**config.mk**
```make
export PLATFORM = sky130hd
export DESIGN_NAME = slc_txreq_arb
export DESIGN_NICKNAME = d
export VERILOG_FILES = /design/src/rtl/slc_pkg.sv /design/src/rtl/slc_txreq_fifo.sv /design/src/rtl/slc_txreq_arb.sv
export SDC_FILE = /design/constraint.sdc
export NUM_CORES = 1
export LEC_CHECK = 0
export CAP_MARGIN = 20
export CORE_MARGIN = 2
export CORE_UTILIZATION = 31
export CTS_CLUSTER_SIZE = 24
export DETAILED_ROUTE_END_ITERATION = 7
export DONT_BUFFER_PORTS = 1
export PLACE_DENSITY = 0.58
export SKIP_CTS_REPAIR_TIMING = 1
export SLEW_MARGIN = 20
export SYNTH_ARGS = -nofsm -noshare
export SYNTH_HDL_FRONTEND = slang
export SYNTH_HIERARCHICAL = 1
export SYNTH_SLANG_ARGS = --single-unit
```
**constraint.sdc**
```tcl
create_clock -name clock -period 3.37 [get_ports clock]
set_input_delay 0 -clock clock [delete_from_list [all_inputs] [get_ports clock]]
set_output_delay 0 -clock clock [all_outputs]
set_load 0.02 [all_outputs]
```
**src/rtl/slc_pkg.sv**
```systemverilog
// Shared SLC request-path types: the request flit layout and a channel-index
// width helper that stays legal for a single channel.
package slc_pkg;

  typedef struct packed {
    logic [3:0] qos;
    logic [3:0] opcode;
    logic [7:0] txn_id;
  } reqflit_t;

  function automatic int ch_width(input int n);
    return (n > 32'sd1) ? $clog2(n) : 32'sd1;
  endfunction

endpackage

```
**src/rtl/slc_txreq_fifo.sv**
```systemverilog
// Per-channel synchronous request FIFO. Head reads as zero when empty, flush
// clears pointers and count and discards that cycle's push and pop.
module slc_txreq_fifo #(
  parameter  int DEPTH  = 2,
  parameter  int FLIT_W = 16,
  localparam int PTR_W  = $clog2(DEPTH),
  localparam int CNT_W  = $clog2(DEPTH + 1)
) (
  input  logic              clock,
  input  logic              rst_n,
  input  logic              flush,
  input  logic              push,
  input  logic              pop,
  input  logic [FLIT_W-1:0] din,
  output logic [FLIT_W-1:0] dout,
  output logic              full,
  output logic              empty,
  output logic [CNT_W-1:0]  count
);

  logic [FLIT_W-1:0] mem_q [DEPTH];
  logic [FLIT_W-1:0] mem_d [DEPTH];
  logic [PTR_W-1:0]  wr_ptr_q, wr_ptr_d;
  logic [PTR_W-1:0]  rd_ptr_q, rd_ptr_d;
  logic [CNT_W-1:0]  count_q, count_d;
  logic              do_push_s, do_pop_s;

  assign full      = (count_q == CNT_W'(DEPTH));
  assign empty     = (count_q == '0);
  assign count     = count_q;
  assign dout      = empty ? '0 : mem_q[rd_ptr_q];
  // A full FIFO refuses a push even when the same cycle pops it.
  assign do_push_s = push && !full && !flush;
  assign do_pop_s  = pop && !empty && !flush;

  // Next-state for storage, pointers and occupancy.
  always_comb begin
    mem_d    = mem_q;
    wr_ptr_d = wr_ptr_q;
    rd_ptr_d = rd_ptr_q;
    count_d  = count_q;
    if (flush) begin
      wr_ptr_d = '0;
      rd_ptr_d = '0;
      count_d  = '0;
    end else begin
      if (do_push_s) begin
        mem_d[wr_ptr_q] = din;
        wr_ptr_d        = wr_ptr_q + PTR_W'(1);
      end else begin
        wr_ptr_d = wr_ptr_q;
      end
      if (do_pop_s) begin
        rd_ptr_d = rd_ptr_q + PTR_W'(1);
      end else begin
        rd_ptr_d = rd_ptr_q;
      end
      case ({do_push_s, do_pop_s})
        2'b10:   count_d = count_q + CNT_W'(1);
        2'b01:   count_d = count_q - CNT_W'(1);
        default: count_d = count_q;
      endcase
    end
  end

  // State registers with synchronous active-low reset.
  always_ff @(posedge clock) begin
    if (!rst_n) begin
      for (int i = 0; i < DEPTH; i++) begin
        mem_q[i] <= '0;
      end
      wr_ptr_q <= '0;
      rd_ptr_q <= '0;
      count_q  <= '0;
    end else begin
      mem_q    <= mem_d;
      wr_ptr_q <= wr_ptr_d;
      rd_ptr_q <= rd_ptr_d;
      count_q  <= count_d;
    end
  end

endmodule

```
**src/rtl/slc_txreq_arb.sv**
```systemverilog
// Multi-channel SLC TXREQ stage: one FIFO per producer, merged onto a single
// TXREQ output by a round-robin arbiter whose grant is held across stalls.
module slc_txreq_arb
  import slc_pkg::*;
#(
  parameter  int NUM_CH = 4,
  parameter  int DEPTH  = 2,
  parameter  int FLIT_W = $bits(reqflit_t),
  localparam int CH_W   = ch_width(NUM_CH),
  localparam int CNT_W  = $clog2(DEPTH + 1)
) (
  input  logic                           clock,
  input  logic                           reset,
  input  logic                           flush,
  input  logic [NUM_CH-1:0]              pin_valid,
  output logic [NUM_CH-1:0]              pin_ready,
  input  logic [NUM_CH-1:0][FLIT_W-1:0]  pin_data,
  output logic                           pout_valid,
  input  logic                           pout_ready,
  output logic [FLIT_W-1:0]              pout_data,
  output logic [CH_W-1:0]                pout_ch,
  output logic [NUM_CH-1:0][CNT_W-1:0]   ch_count
);

  logic [NUM_CH-1:0]             full_s, empty_s, push_s, pop_s;
  logic [NUM_CH-1:0][FLIT_W-1:0] head_s;
  logic [CH_W-1:0]               rr_ptr_q, rr_ptr_d;
  logic [CH_W-1:0]               held_q, held_d;
  logic                          lock_q, lock_d;
  logic [CH_W-1:0]               grant_s;
  logic [CH_W:0]                 idx_s;
  logic                          found_s;
  logic                          hs_s;

  // Ready depends only on FIFO state, flush and reset, never on pout_ready.
  assign pin_ready  = ~full_s & {NUM_CH{reset && !flush}};
  assign push_s     = pin_valid & pin_ready;
  assign pout_valid = (|(~empty_s)) && reset && !flush;
  assign hs_s       = pout_valid && pout_ready;
  assign pout_data  = head_s[grant_s];
  assign pout_ch    = grant_s;

  // First non-empty channel at or after rr_ptr; a stalled grant overrides it.
  always_comb begin
    grant_s = '0;
    found_s = 1'b0;
    idx_s   = '0;
    for (int k = 0; k < NUM_CH; k++) begin
      idx_s = {1'b0, rr_ptr_q} + (CH_W+1)'(k);
      if (idx_s >= (CH_W+1)'(NUM_CH)) begin
        idx_s = idx_s - (CH_W+1)'(NUM_CH);
      end else begin
        idx_s = idx_s;
      end
      if (!found_s && !empty_s[idx_s[CH_W-1:0]]) begin
        found_s = 1'b1;
        grant_s = idx_s[CH_W-1:0];
      end else begin
        found_s = found_s;
      end
    end
    if (lock_q) begin
      grant_s = held_q;
    end else begin
      grant_s = grant_s;
    end
  end

  // Round-robin pointer advance and stall lock tracking.
  always_comb begin
    rr_ptr_d = rr_ptr_q;
    lock_d   = lock_q;
    held_d   = held_q;
    if (flush) begin
      rr_ptr_d = '0;
      lock_d   = 1'b0;
      held_d   = '0;
    end else if (hs_s) begin
      rr_ptr_d = (grant_s == CH_W'(NUM_CH - 1)) ? '0 : grant_s + CH_W'(1);
      lock_d   = 1'b0;
      held_d   = '0;
    end else if (pout_valid) begin
      lock_d   = 1'b1;
      held_d   = grant_s;
    end else begin
      lock_d   = 1'b0;
      held_d   = held_q;
    end
  end

  // Arbiter state registers with synchronous active-low reset.
  always_ff @(posedge clock) begin
    if (!reset) begin
      rr_ptr_q <= '0;
      lock_q   <= 1'b0;
      held_q   <= '0;
    end else begin
      rr_ptr_q <= rr_ptr_d;
      lock_q   <= lock_d;
      held_q   <= held_d;
    end
  end

  for (genvar i = 0; i < NUM_CH; i++) begin : g_ch
    assign pop_s[i] = hs_s && (grant_s == CH_W'(i));

    slc_txreq_fifo #(
      .DEPTH  (DEPTH),
      .FLIT_W (FLIT_W)
    ) u_fifo (
      .clock  (clock),
      .rst_n  (reset),
      .flush  (flush),
      .push   (push_s[i]),
      .pop    (pop_s[i]),
      .din    (pin_data[i]),
      .dout   (head_s[i]),
      .full   (full_s[i]),
      .empty  (empty_s[i]),
      .count  (ch_count[i])
    );
  end

endmodule
```
==> flow_summary_export.csv, run 1 <==
group,metric,value,unit
outcome,outcome,"complete, no violations",
floorplanning,start_util,31.7,%
synthesis,synth_compound_area_share,2.84,%
synthesis,synthXorXnorAreaFrac,1.52,%
power,power.density,416,mW/mm²
timing,setup_viol,0,
placed_design,io_buffers,0,
power,comb_power_share,6.5,%
timing,fin_tns_setup,0,ns
placed_design,gp_congestion,0.950,
setup_path,rr_endpoint,"g_ch[0].u_fifo/count[1]$_SDFFE_PP0P_",
clock_network,cts.clk_slew.worst_paths,0.06,ns
drt,drt-met1-wl,9360,µm
synthesis,synth_cell_types,32,
floorplanning,rows,56,
synthesis,yosys.area_share.simple,19.1,%
setup_path,cp.required,3.37,ns
global_route,grt_pass1_wl,30200,µm
drt,routed_wl,20200,µm
setup_path,crit_type,"flip-flop to output port",
placed_design,dpl-instance-area,0.00801,mm²
drt,route.detailed.drc,0,
clock_network,numCtsBuffers,17,
synthesis,ys_ff_latch,149,
floorplanning,ios,103,
timing,slew_headroom,47.7,%
clock_network,clk_latency,0.42,ns
cells_and_area,fin_area,0.00945,mm²
clock_network,cts.sinks,149,
run,drv_cap,0,
power,leakage,3.56,nW
clock_network,clockRootBuffer,"clkbuf_16",
synthesis,synthFlopType,"dfxtp_1",
floorplanning,dieWidth,159,µm
synthesis,synthMuxAreaShare,32.1,%
global_route,antenna_found_initial,1,
cells_and_area,layout-drive-gt1-share,10.5,%
timing,period_needed,3.23,ns
setup_path,cp.arrival,3.23,ns
synthesis,yosysMostFrequentCell,"mux2i_1",
clock_network,cts.path.max_buffers,2,
power,switchingPower,0.000907,W
drt,dr_wl_met2,9180,µm
setup_path,reg2regPathDepth,10,
synthesis,ys_top_cells_by_area,"dfxtp_1, mux2i_1, nand2_1",
synthesis,yosysTopAreaCellShare,39.8,%
timing,rsz0062_at_grt,"no",
synthesis,synth-edff-count,0,
synthesis,ys_top_cells_by_count,"mux2i_1, nand2_1, dfxtp_1",
setup_path,crit_path_max_fanout,21,
floorplanning,die_height,159,µm
synthesis,syn_inst,830,
setup_path,r2r_slack,0.47,ns
synthesis,synth_top_family_by_area,"multiplexers",
synthesis,synth_fa_ha_area_share,0.668,%
drt,vias,5931,
global_route,grt_usage,15.3,%
synthesis,ys_seq_area_share,39.8,%
floorplanning,core_area,0.0236,mm²
timing,hold_violations,0,
synthesis,synth_largest_area_cell,"dfxtp_1",
drt,firstDrtPassIters,5,
min_path,min-delay-path-class,"primary input to flip-flop",
clock_network,cts_tree,"built",
global_route,overflow,0,
drt,antenna_left,0,
setup_path,endpoint,"pout_data[1]",
synthesis,synth.avg_cell_area,9.02,µm²
timing,finalCritPeriodShare,95.8,%
timing,worst_slack,0.141,ns
setup_path,regToRegStartpoint,"g_ch[0].u_fifo/count[1]$_SDFFE_PP0P_",
drt,dr.max_layer_used,"met5",
power,internal_power,0.00303,W
synthesis,async_reset_ff_share,0,%
drt,vias_per_cell,4.70,
power,seq_power_share,45.6,%
floorplanning,dieArea,0.0254,mm²
cells_and_area,syn_to_final_growth,26.2,%
placed_design,hpwlAfterDp,14000,µm
timing,maxSlewViolCount,0,
placed_design,dpl_worst_slack,0.561,ns
power,peakVddDrop,251,µV
setup_path,crit_path_start_kind,"flip-flop",
cells_and_area,final_nets,1007,
drt,wl_met3,1530,µm
setup_path,end_kind,"output port",
cells_and_area,antenna_cells,0,
global_route,grt_max_degree,199,
timing,clock_skew,0.00996,ns
clock_network,ctsHtreeMaxLevel,4,
global_route,grt_pass1_vias,5558,
synthesis,synth_area,0.00749,mm²
setup_path,critPathLaunch,"g_ch[0].u_fifo/count[1]$_SDFFE_PP0P_",
drt,drt_iter0_markers,403,
power,p_sw_share,23.1,%
drt,routedWlPerCell,16.0,µm
timing,worstMarginPinSlew,0.783,ns
timing,timing.fmax,0.310,GHz
synthesis,yosys_warnings,6,
power,power_frac_clock,47.9,%
synthesis,syn-num-nets,906,
## flip-flops by register name, summed over array words and instances, names as in the netlist
name / count
lock_q: 1
g_ch.u_fifo/mem_q: 128
held_q: 2
rr_ptr_q: 2
g_ch.u_fifo/wr_ptr_q: 4
g_ch.u_fifo/rd_ptr_q: 4
g_ch.u_fifo/count: 8
## per-layer routing
| metal | up-vias | GRT usage, % |
|---|---|---|
| met1 | 2783 | 19.8 |
| li1 | 3007 | - |
| met2 | 130 | 23.3 |
| met3 | 9 | 6.77 |
| met4 | 2 | 3.60 |
| met5 | - | 0 |
## layout make-up
type	count	area, µm²
fillers	2378	14200
multi-input cells	621	4220
flip-flops and latches	149	2980
repair buffers	129	1210
clock buffers	20	457
well taps	319	399
clock inverters	12	129
inverters	13	48.8
## logic make-up (layout without fill, tap and decap cells)
logic type | Yosys count | after routing
compound gates | 32 | 32
xor+xnor | 13 | 13
fa+ha+maj | 4 | 4
buf+inv | 60 | 174
flops | 149 | 149
mux | 240 | 240
simple gates | 332 | 332
## placed cells by master (no fill, tap or decap), types with 3 or more instances in the layout
master,instances
a21oi_1,10
and2_1,4
buf_4,45
clkbuf_16,17
clkinv_2,4
clkinvlp_4,3
dfxtp_1,149
dlygate4sd3_1,81
ha_1,4
inv_1,9
inv_2,4
mux2i_1,238
nand2_1,201
nand2b_2,4
nand3_1,7
nand4_2,4
nor2_1,91
nor2b_1,4
nor4_4,4
o21ai_0,13
or3_1,9
xnor2_1,5
xor2_1,8
## power groups by stage
stage                     Combinational, W  Sequential [W]  Clock, W
final                             0.000256         0.00179   0.00188
after global routing              0.000281         0.00179   0.00201
after detailed placement          0.000149         0.00183         0
after global placement            0.000147         0.00183         0
after floorplan                   0.000143         0.00183         0
after CTS                         0.000150         0.00179   0.00192
## through the flow
step           cells  hold slack [ns]  power, W  utilization, %
3_3_place_gp    1149           0.0814   0.00198            33.9
4_1_cts         1181           -0.360   0.00386            36.4
6_report        1263          0.00602   0.00393            40.0
2_1_floorplan    830           0.0793   0.00197               -
3_5_place_dp    1149           0.0957   0.00198            33.9
5_1_grt         1263          0.00937   0.00408            40.0
## worst max-delay path, cell delays in order (launching register included)
cell and delay [ns]:
dfxtp_1 0.31, nor2_1 0.32, nor2b_1 0.13, o211a_1 0.25
o41ai_4 0.58, buf_6 0.34, mux2i_1 0.44, mux2i_1 0.22
buf_4 0.21
## worst min-delay path by stage
stage                     from  cells past startpoint  slack [ns]                                     to
global placement    pout_ready                      1        0.08                      lock_q$_SDFF_PP0_
floorplan           pout_ready                      1        0.08                      lock_q$_SDFF_PP0_
global route             flush                      3       0.009  g_ch[1].u_fifo/mem_q[31]$_SDFFE_PN0P_
CTS                 pout_ready                      1       -0.36                      lock_q$_SDFF_PP0_
finish              pout_ready                      5       0.006   g_ch[3].u_fifo/rd_ptr_q$_SDFFE_PP0P_
detailed placement  pout_ready                      1         0.1                      lock_q$_SDFF_PP0_
Note: power is estimated with default switching activity, not from simulation.
==> inputs of run 2 (changes only) <==
--- a/config.mk
+++ b/config.mk
@@ -6,12 +6,13 @@
 export NUM_CORES = 1
 export LEC_CHECK = 0
 export CAP_MARGIN = 20
+export CORE_ASPECT_RATIO = 1.4
 export CORE_MARGIN = 2
-export CORE_UTILIZATION = 31
+export CORE_UTILIZATION = 45
 export CTS_CLUSTER_SIZE = 24
 export DETAILED_ROUTE_END_ITERATION = 7
 export DONT_BUFFER_PORTS = 1
-export PLACE_DENSITY = 0.58
+export PLACE_DENSITY = 0.74
 export SKIP_CTS_REPAIR_TIMING = 1
 export SLEW_MARGIN = 20
 export SYNTH_ARGS = -nofsm -noshare
==> run 2 against run 1 <==
  * The flow now finishes with violations (design-rule violations)
  * Sequential power barely moved
  * First-iteration DRC count down 13%
  * Via count up 0.17%
  * Utilization rose by 18 points
  * Wire length shrank 7.1%
  * Setup slack better by 0.089 ns
  * Clock power increased by 14%
  * Total power is 6.4% higher
  * Die area fell by 30%
  * Flip-flop and latch count unchanged
  * Critical endpoint is now pout_data[8]
  * Highest routed layer is now met4
==> flow_summary_export.csv, run 2 (same netlist as run 1, synthesis figures left out) <==
group,metric,value,unit
outcome,outcome,"complete, but fails checks",
outcome,failed_checks,"design-rule violations",
timing,finalCritPeriodShare,93.2,%
drt,vias,5941,
drt,routed_wl,18700,µm
global_route,grt_max_degree,199,
floorplanning,core_area,0.0162,mm²
power,peakVddDrop,301,µV
cells_and_area,fin_area,0.00934,mm²
timing,fin_tns_setup,0,ns
setup_path,crit_path_start_kind,"flip-flop",
clock_network,cts.path.max_buffers,2,
cells_and_area,layout-drive-gt1-share,10.0,%
cells_and_area,syn_to_final_growth,24.8,%
timing,worst_slack,0.230,ns
setup_path,cp.arrival,3.14,ns
clock_network,cts.clk_slew.worst_paths,0.06,ns
setup_path,crit_path_max_fanout,18,
min_path,min-delay-path-class,"primary input to flip-flop",
floorplanning,dieWidth,113,µm
cells_and_area,layout.cells.most_common,"mux2i_1",
setup_path,crit_chain,"nor2_1 > buf_4 > nor3_1 > o41ai_4 > buf_4 > mux2i_1 > mux2i_1 > buf_4",
placed_design,placed_cells,1026,
cells_and_area,final_nets,1004,
timing,setup_viol,0,
clock_network,ctsHtreeMaxLevel,4,
setup_path,critPathLaunch,"g_ch[0].u_fifo/count[1]$_SDFFE_PP0P_",
power,leakage,3.59,nW
placed_design,dpl_worst_slack,0.502,ns
timing,rsz0062_at_grt,"no",
setup_path,worst_path_max_delay_cell,"o41ai_4",
drt,antenna_left,0,
floorplanning,die_height,157,µm
placed_design,dpl-instance-area,0.00783,mm²
clock_network,clockRootBuffer,"clkbuf_16",
setup_path,reg2regPathDepth,8,
setup_path,crit_type,"flip-flop to output port",
global_route,grt_pass1_wl,27400,µm
timing,slew_headroom,46.9,%
setup_path,rr_endpoint,"g_ch[2].u_fifo/mem_q[3]$_SDFFE_PN0P_",
cells_and_area,nFillCells,1391,
setup_path,cp.required,3.37,ns
global_route,grt_pass1_vias,5423,
global_route,grt_usage,20.0,%
drt,vias_per_cell,5.22,
setup_path,crit_top_cell,"buf_4",
clock_network,clk_latency,0.42,ns
clock_network,cts_tree,"built",
setup_path,endpoint,"pout_data[8]",
global_route,overflow,0,
drt,route.detailed.drc,5,
timing,worstMarginPinSlew,0.796,ns
global_route,antenna_found_initial,0,
timing,maxSlewViolCount,0,
placed_design,io_buffers,0,
floorplanning,rows,55,
floorplanning,ios,103,
drt,routedWlPerCell,16.5,µm
timing,period_needed,3.14,ns
cells_and_area,utilization,57.5,%
clock_network,numCtsBuffers,17,
setup_path,r2r_slack,0.30,ns
setup_path,end_kind,"output port",
drt,drt_iter0_markers,352,
setup_path,regToRegStartpoint,"g_ch[2].u_fifo/count[0]$_SDFFE_PP0P_",
run,drv_cap,0,
timing,timing.fmax,0.318,GHz
placed_design,hpwlAfterDp,12700,µm
clock_network,cts.sinks,149,
power,power.density,448,mW/mm²
timing,clock_skew,0.00486,ns
drt,firstDrtPassIters,7,
cells_and_area,largest_reg_flops,128,
cells_and_area,layout_common_cells,"mux2i_1, nand2_1, dfxtp_1, nor2_1, dlygate4sd3_1",
placed_design,gp_congestion,0.895,
setup_path,slowest_delay,0.61,ns
cells_and_area,fin_cells,1139,
floorplanning,dieArea,0.0177,mm²
timing,hold_violations,0,
cells_and_area,largest-register,"g_ch.u_fifo/mem_q",
floorplanning,start_util,46.1,%
cells_and_area,antenna_cells,0,
[run 2: cell types whose count changed in the layout (fill, tap and decap cells not counted)]
cell | before | now
mux2i_1 | 238 | 240
clkinv_2 | 4 | 2
buf_6 | 1 | 0
inv_6 | 1 | 0
clkinv_4 | 2 | 0
mux2i_2 | 2 | 0
clkbuf_1 | 1 | 0
bufinv_16 | 2 | 5
buf_12 | 1 | 0
clkinvlp_4 | 3 | 1
buf_4 | 45 | 44
clkbuf_8 | 2 | 6
[run 2: stage by stage]
stage                     power, W  hold WS (ns)
after detailed placement   0.00198        0.0914
after global placement     0.00198        0.0869
after floorplan            0.00197        0.0793
after CTS                  0.00410        -0.351
final                      0.00418        0.0191
after global routing       0.00431       0.00948
[run 2: critical path: cells and delay by family (launching register included)]
family	cells	cell delay [ns]
AO/OA/AOI/OAI	1	0.61
AND/OR/NAND/NOR	2	0.37
flip-flops	1	0.32
multiplexers	2	0.57
buffers and inverters	3	0.85
[run 2: power breakdown]
group / switching, W / internal, W / total, W
registers: 0.0000111 / 0.00178 / 0.00179
clock network: 0.000709 / 0.00143 / 0.00214
logic: 0.000140 / 0.000115 / 0.000254
[run 2: cell type report]
type	instances	area, µm²	share of cell area [%]
clock inverter	8	168	1.79
sequential	149	2980	31.9
multi-input combinational	621	4220	45.1
clock buffer	23	508	5.44
inverter	13	48.8	0.522
tap	199	249	2.67
timing repair buffer	126	1170	12.5
[run 2: metal layers]
metal / vias up / GRT usage, % / routed length, µm
li1: 2988 / - / -
met1: 2803 / 23.3 / 7650
met2: 129 / 35.6 / 9850
met3: 21 / 5.11 / 941
met4: 0 / 6.68 / 300
met5: - / 0 / 0
[run 2: worst min path at each step]
| stage | start | end | slack (ns) | depth (start not counted) |
|---|---|---|---|---|
| floorplan | pout_ready | lock_q$_SDFF_PP0_ | 0.08 | 1 |
| global placement | pout_ready | lock_q$_SDFF_PP0_ | 0.09 | 1 |
| detailed placement | pout_ready | lock_q$_SDFF_PP0_ | 0.09 | 1 |
| CTS | pout_ready | lock_q$_SDFF_PP0_ | -0.35 | 1 |
| global route | flush | g_ch[0].u_fifo/mem_q[23]$_SDFFE_PN0P_ | 0.009 | 3 |
| finish | flush | g_ch[0].u_fifo/mem_q[28]$_SDFFE_PN0P_ | 0.02 | 3 |
==> inputs of run 3 (changes only) <==
--- a/config.mk
+++ b/config.mk
@@ -6,13 +6,15 @@
 export NUM_CORES = 1
 export LEC_CHECK = 0
 export CAP_MARGIN = 20
+export CELL_PAD_IN_SITES_DETAIL_PLACEMENT = 0
+export CELL_PAD_IN_SITES_GLOBAL_PLACEMENT = 1
 export CORE_ASPECT_RATIO = 1.4
 export CORE_MARGIN = 2
-export CORE_UTILIZATION = 45
+export CORE_UTILIZATION = 44
 export CTS_CLUSTER_SIZE = 24
 export DETAILED_ROUTE_END_ITERATION = 7
 export DONT_BUFFER_PORTS = 1
-export PLACE_DENSITY = 0.74
+export PLACE_DENSITY = 0.81
 export SKIP_CTS_REPAIR_TIMING = 1
 export SLEW_MARGIN = 20
 export SYNTH_ARGS = -nofsm -noshare
==> run 3 against run 2 <==
  * The flow now finishes without violations
  * Maximum frequency increased by 1.7%
  * Critical path depth did not move
  * Sequential power about the same
  * Non-clock buffer count increased by 1
  * Largest cell class unchanged
==> flow_summary_export.csv, run 3 (same netlist as run 1, synthesis figures left out) <==
group,metric,value,unit
clock_network,clockRootBuffer,"clkbuf_16",
drt,vias,5857,
clock_network,ctsHtreeMaxLevel,4,
drt,drt_iter0_markers,346,
drt,antenna_left,0,
floorplanning,dieArea,0.0181,mm²
timing,maxSlewViolCount,0,
floorplanning,core_area,0.0167,mm²
clock_network,numCtsBuffers,17,
floorplanning,ios,103,
timing,fin_tns_setup,0,ns
global_route,grt_usage,20.2,%
setup_path,end_kind,"output port",
cells_and_area,final_nets,1005,
timing,period_needed,3.09,ns
floorplanning,rows,56,
global_route,overflow,0,
timing,clock_skew,0.00497,ns
setup_path,crit_path_start_kind,"flip-flop",
timing,setup_viol,0,
run,drv_cap,0,
global_route,grt_pass1_vias,5503,
global_route,grt_max_degree,199,
cells_and_area,layout_common_cells,"mux2i_1, nand2_1, dfxtp_1, nor2_1, dlygate4sd3_1",
drt,route.detailed.drc,0,
placed_design,hpwlAfterDp,12700,µm
timing,finalCritPeriodShare,91.6,%
power,power.density,444,mW/mm²
floorplanning,start_util,44.7,%
floorplanning,die_height,158,µm
setup_path,cp.required,3.37,ns
clock_network,cts.path.max_buffers,2,
cells_and_area,layout.cells.most_common,"mux2i_1",
drt,routedWlPerCell,16.5,µm
cells_and_area,largest-register,"g_ch.u_fifo/mem_q",
outcome,outcome,"complete, no violations",
power,leakage,3.58,nW
power,peakVddDrop,296,µV
drt,firstDrtPassIters,4,
timing,slew_headroom,38.4,%
placed_design,gp_congestion,0.867,
global_route,antenna_found_initial,0,
min_path,min-delay-path-class,"primary input to flip-flop",
drt,routed_wl,18800,µm
placed_design,placed_cells,1032,
timing,timing.fmax,0.324,GHz
clock_network,cts_tree,"built",
timing,rsz0062_at_grt,"no",
global_route,grt_pass1_wl,27700,µm
placed_design,io_buffers,0,
cells_and_area,fin_cells,1143,
setup_path,crit_path_max_fanout,16,
timing,worstMarginPinSlew,0.923,ns
setup_path,cp.arrival,3.09,ns
drt,vias_per_cell,5.12,
floorplanning,dieWidth,114,µm
clock_network,clk_latency,0.43,ns
cells_and_area,largest_reg_flops,128,
clock_network,cts.sinks,149,
cells_and_area,syn_to_final_growth,24.6,%
setup_path,crit_type,"flip-flop to output port",
timing,hold_violations,0,
cells_and_area,antenna_cells,0,
cells_and_area,layout-drive-gt1-share,10.0,%
clock_network,cts.clk_slew.worst_paths,0.06,ns
run 3: changes by cell type in the layout (fill, tap and decap cells not counted):
cell | previous run | this run
clkinv_2 | 2 | 1
clkbuf_1 | 0 | 1
clkbuf_8 | 6 | 4
dlygate4sd3_1 | 81 | 80
clkinv_4 | 0 | 1
buf_4 | 44 | 46
run 3: path summary, 6_finish.rpt:
kind	start	to	slack, ns	depth (start not counted)
setup / recovery	g_ch[1].u_fifo/count[1]$_SDFFE_PP0P_	pout_data[12]	0.28	8
hold / removal	flush	g_ch[0].u_fifo/mem_q[19]$_SDFFE_PN0P_	0.007	3
setup reg to reg	g_ch[2].u_fifo/count[0]$_SDFFE_PP0P_	g_ch[2].u_fifo/mem_q[25]$_SDFFE_PN0P_	0.33	10
hold reg to reg	g_ch[2].u_fifo/mem_q[22]$_SDFFE_PN0P_	g_ch[2].u_fifo/mem_q[22]$_SDFFE_PN0P_	0.45	2
run 3: metrics by stage:
step / power [W] / setup WS (ns) / cell area, µm² / hold slack, ns / util, %
final: 0.00415 / 0.282 / 9330 / 0.00662 / 55.7
after global routing: 0.00428 / 0.141 / 9330 / 0.00488 / 55.7
after CTS: 0.00407 / 0.332 / 8500 / -0.363 / 50.8
after detailed placement: 0.00198 / 0.609 / 7850 / 0.0834 / 46.9
after global placement: 0.00198 / 0.627 / 7850 / 0.0837 / 46.9
after floorplan: 0.00197 / 0.0420 / 7490 / 0.0793 / -
run 3: metal layers:
layer	global-route usage [%]	wire length (µm)	up-vias
met5	0	0	-
met4	7.72	483	0
met3	4.57	943	34
met2	35.5	9560	125
met1	23.8	7860	2703
li1	-	-	2995
run 3: layout make-up:
cell class                      instances  area [µm²]
Inverter                               13        48.8
Multi-Input combinational cell        621        4220
Tap cell                              203         254
Fill cell                            1533        7410
Clock inverter                          8         171
Timing Repair Buffer                  127        1170
Sequential cell                       149        2980
Clock buffer                           22         484
run 3: worst max-delay path: stages (launching register included):
cell,delay (ns)
dfxtp_1,0.31
nor2_1,0.28
inv_1,0.07
o211a_1,0.25
o41ai_4,0.58
buf_4,0.38
mux2i_1,0.42
mux2i_1,0.17
buf_4,0.19
run 3: power breakdown:
part	switching (W)	internal [W]	total (W)
registers	0.0000109	0.00178	0.00179
logic	0.000139	0.000113	0.000252
clock network	0.000718	0.00138	0.00210
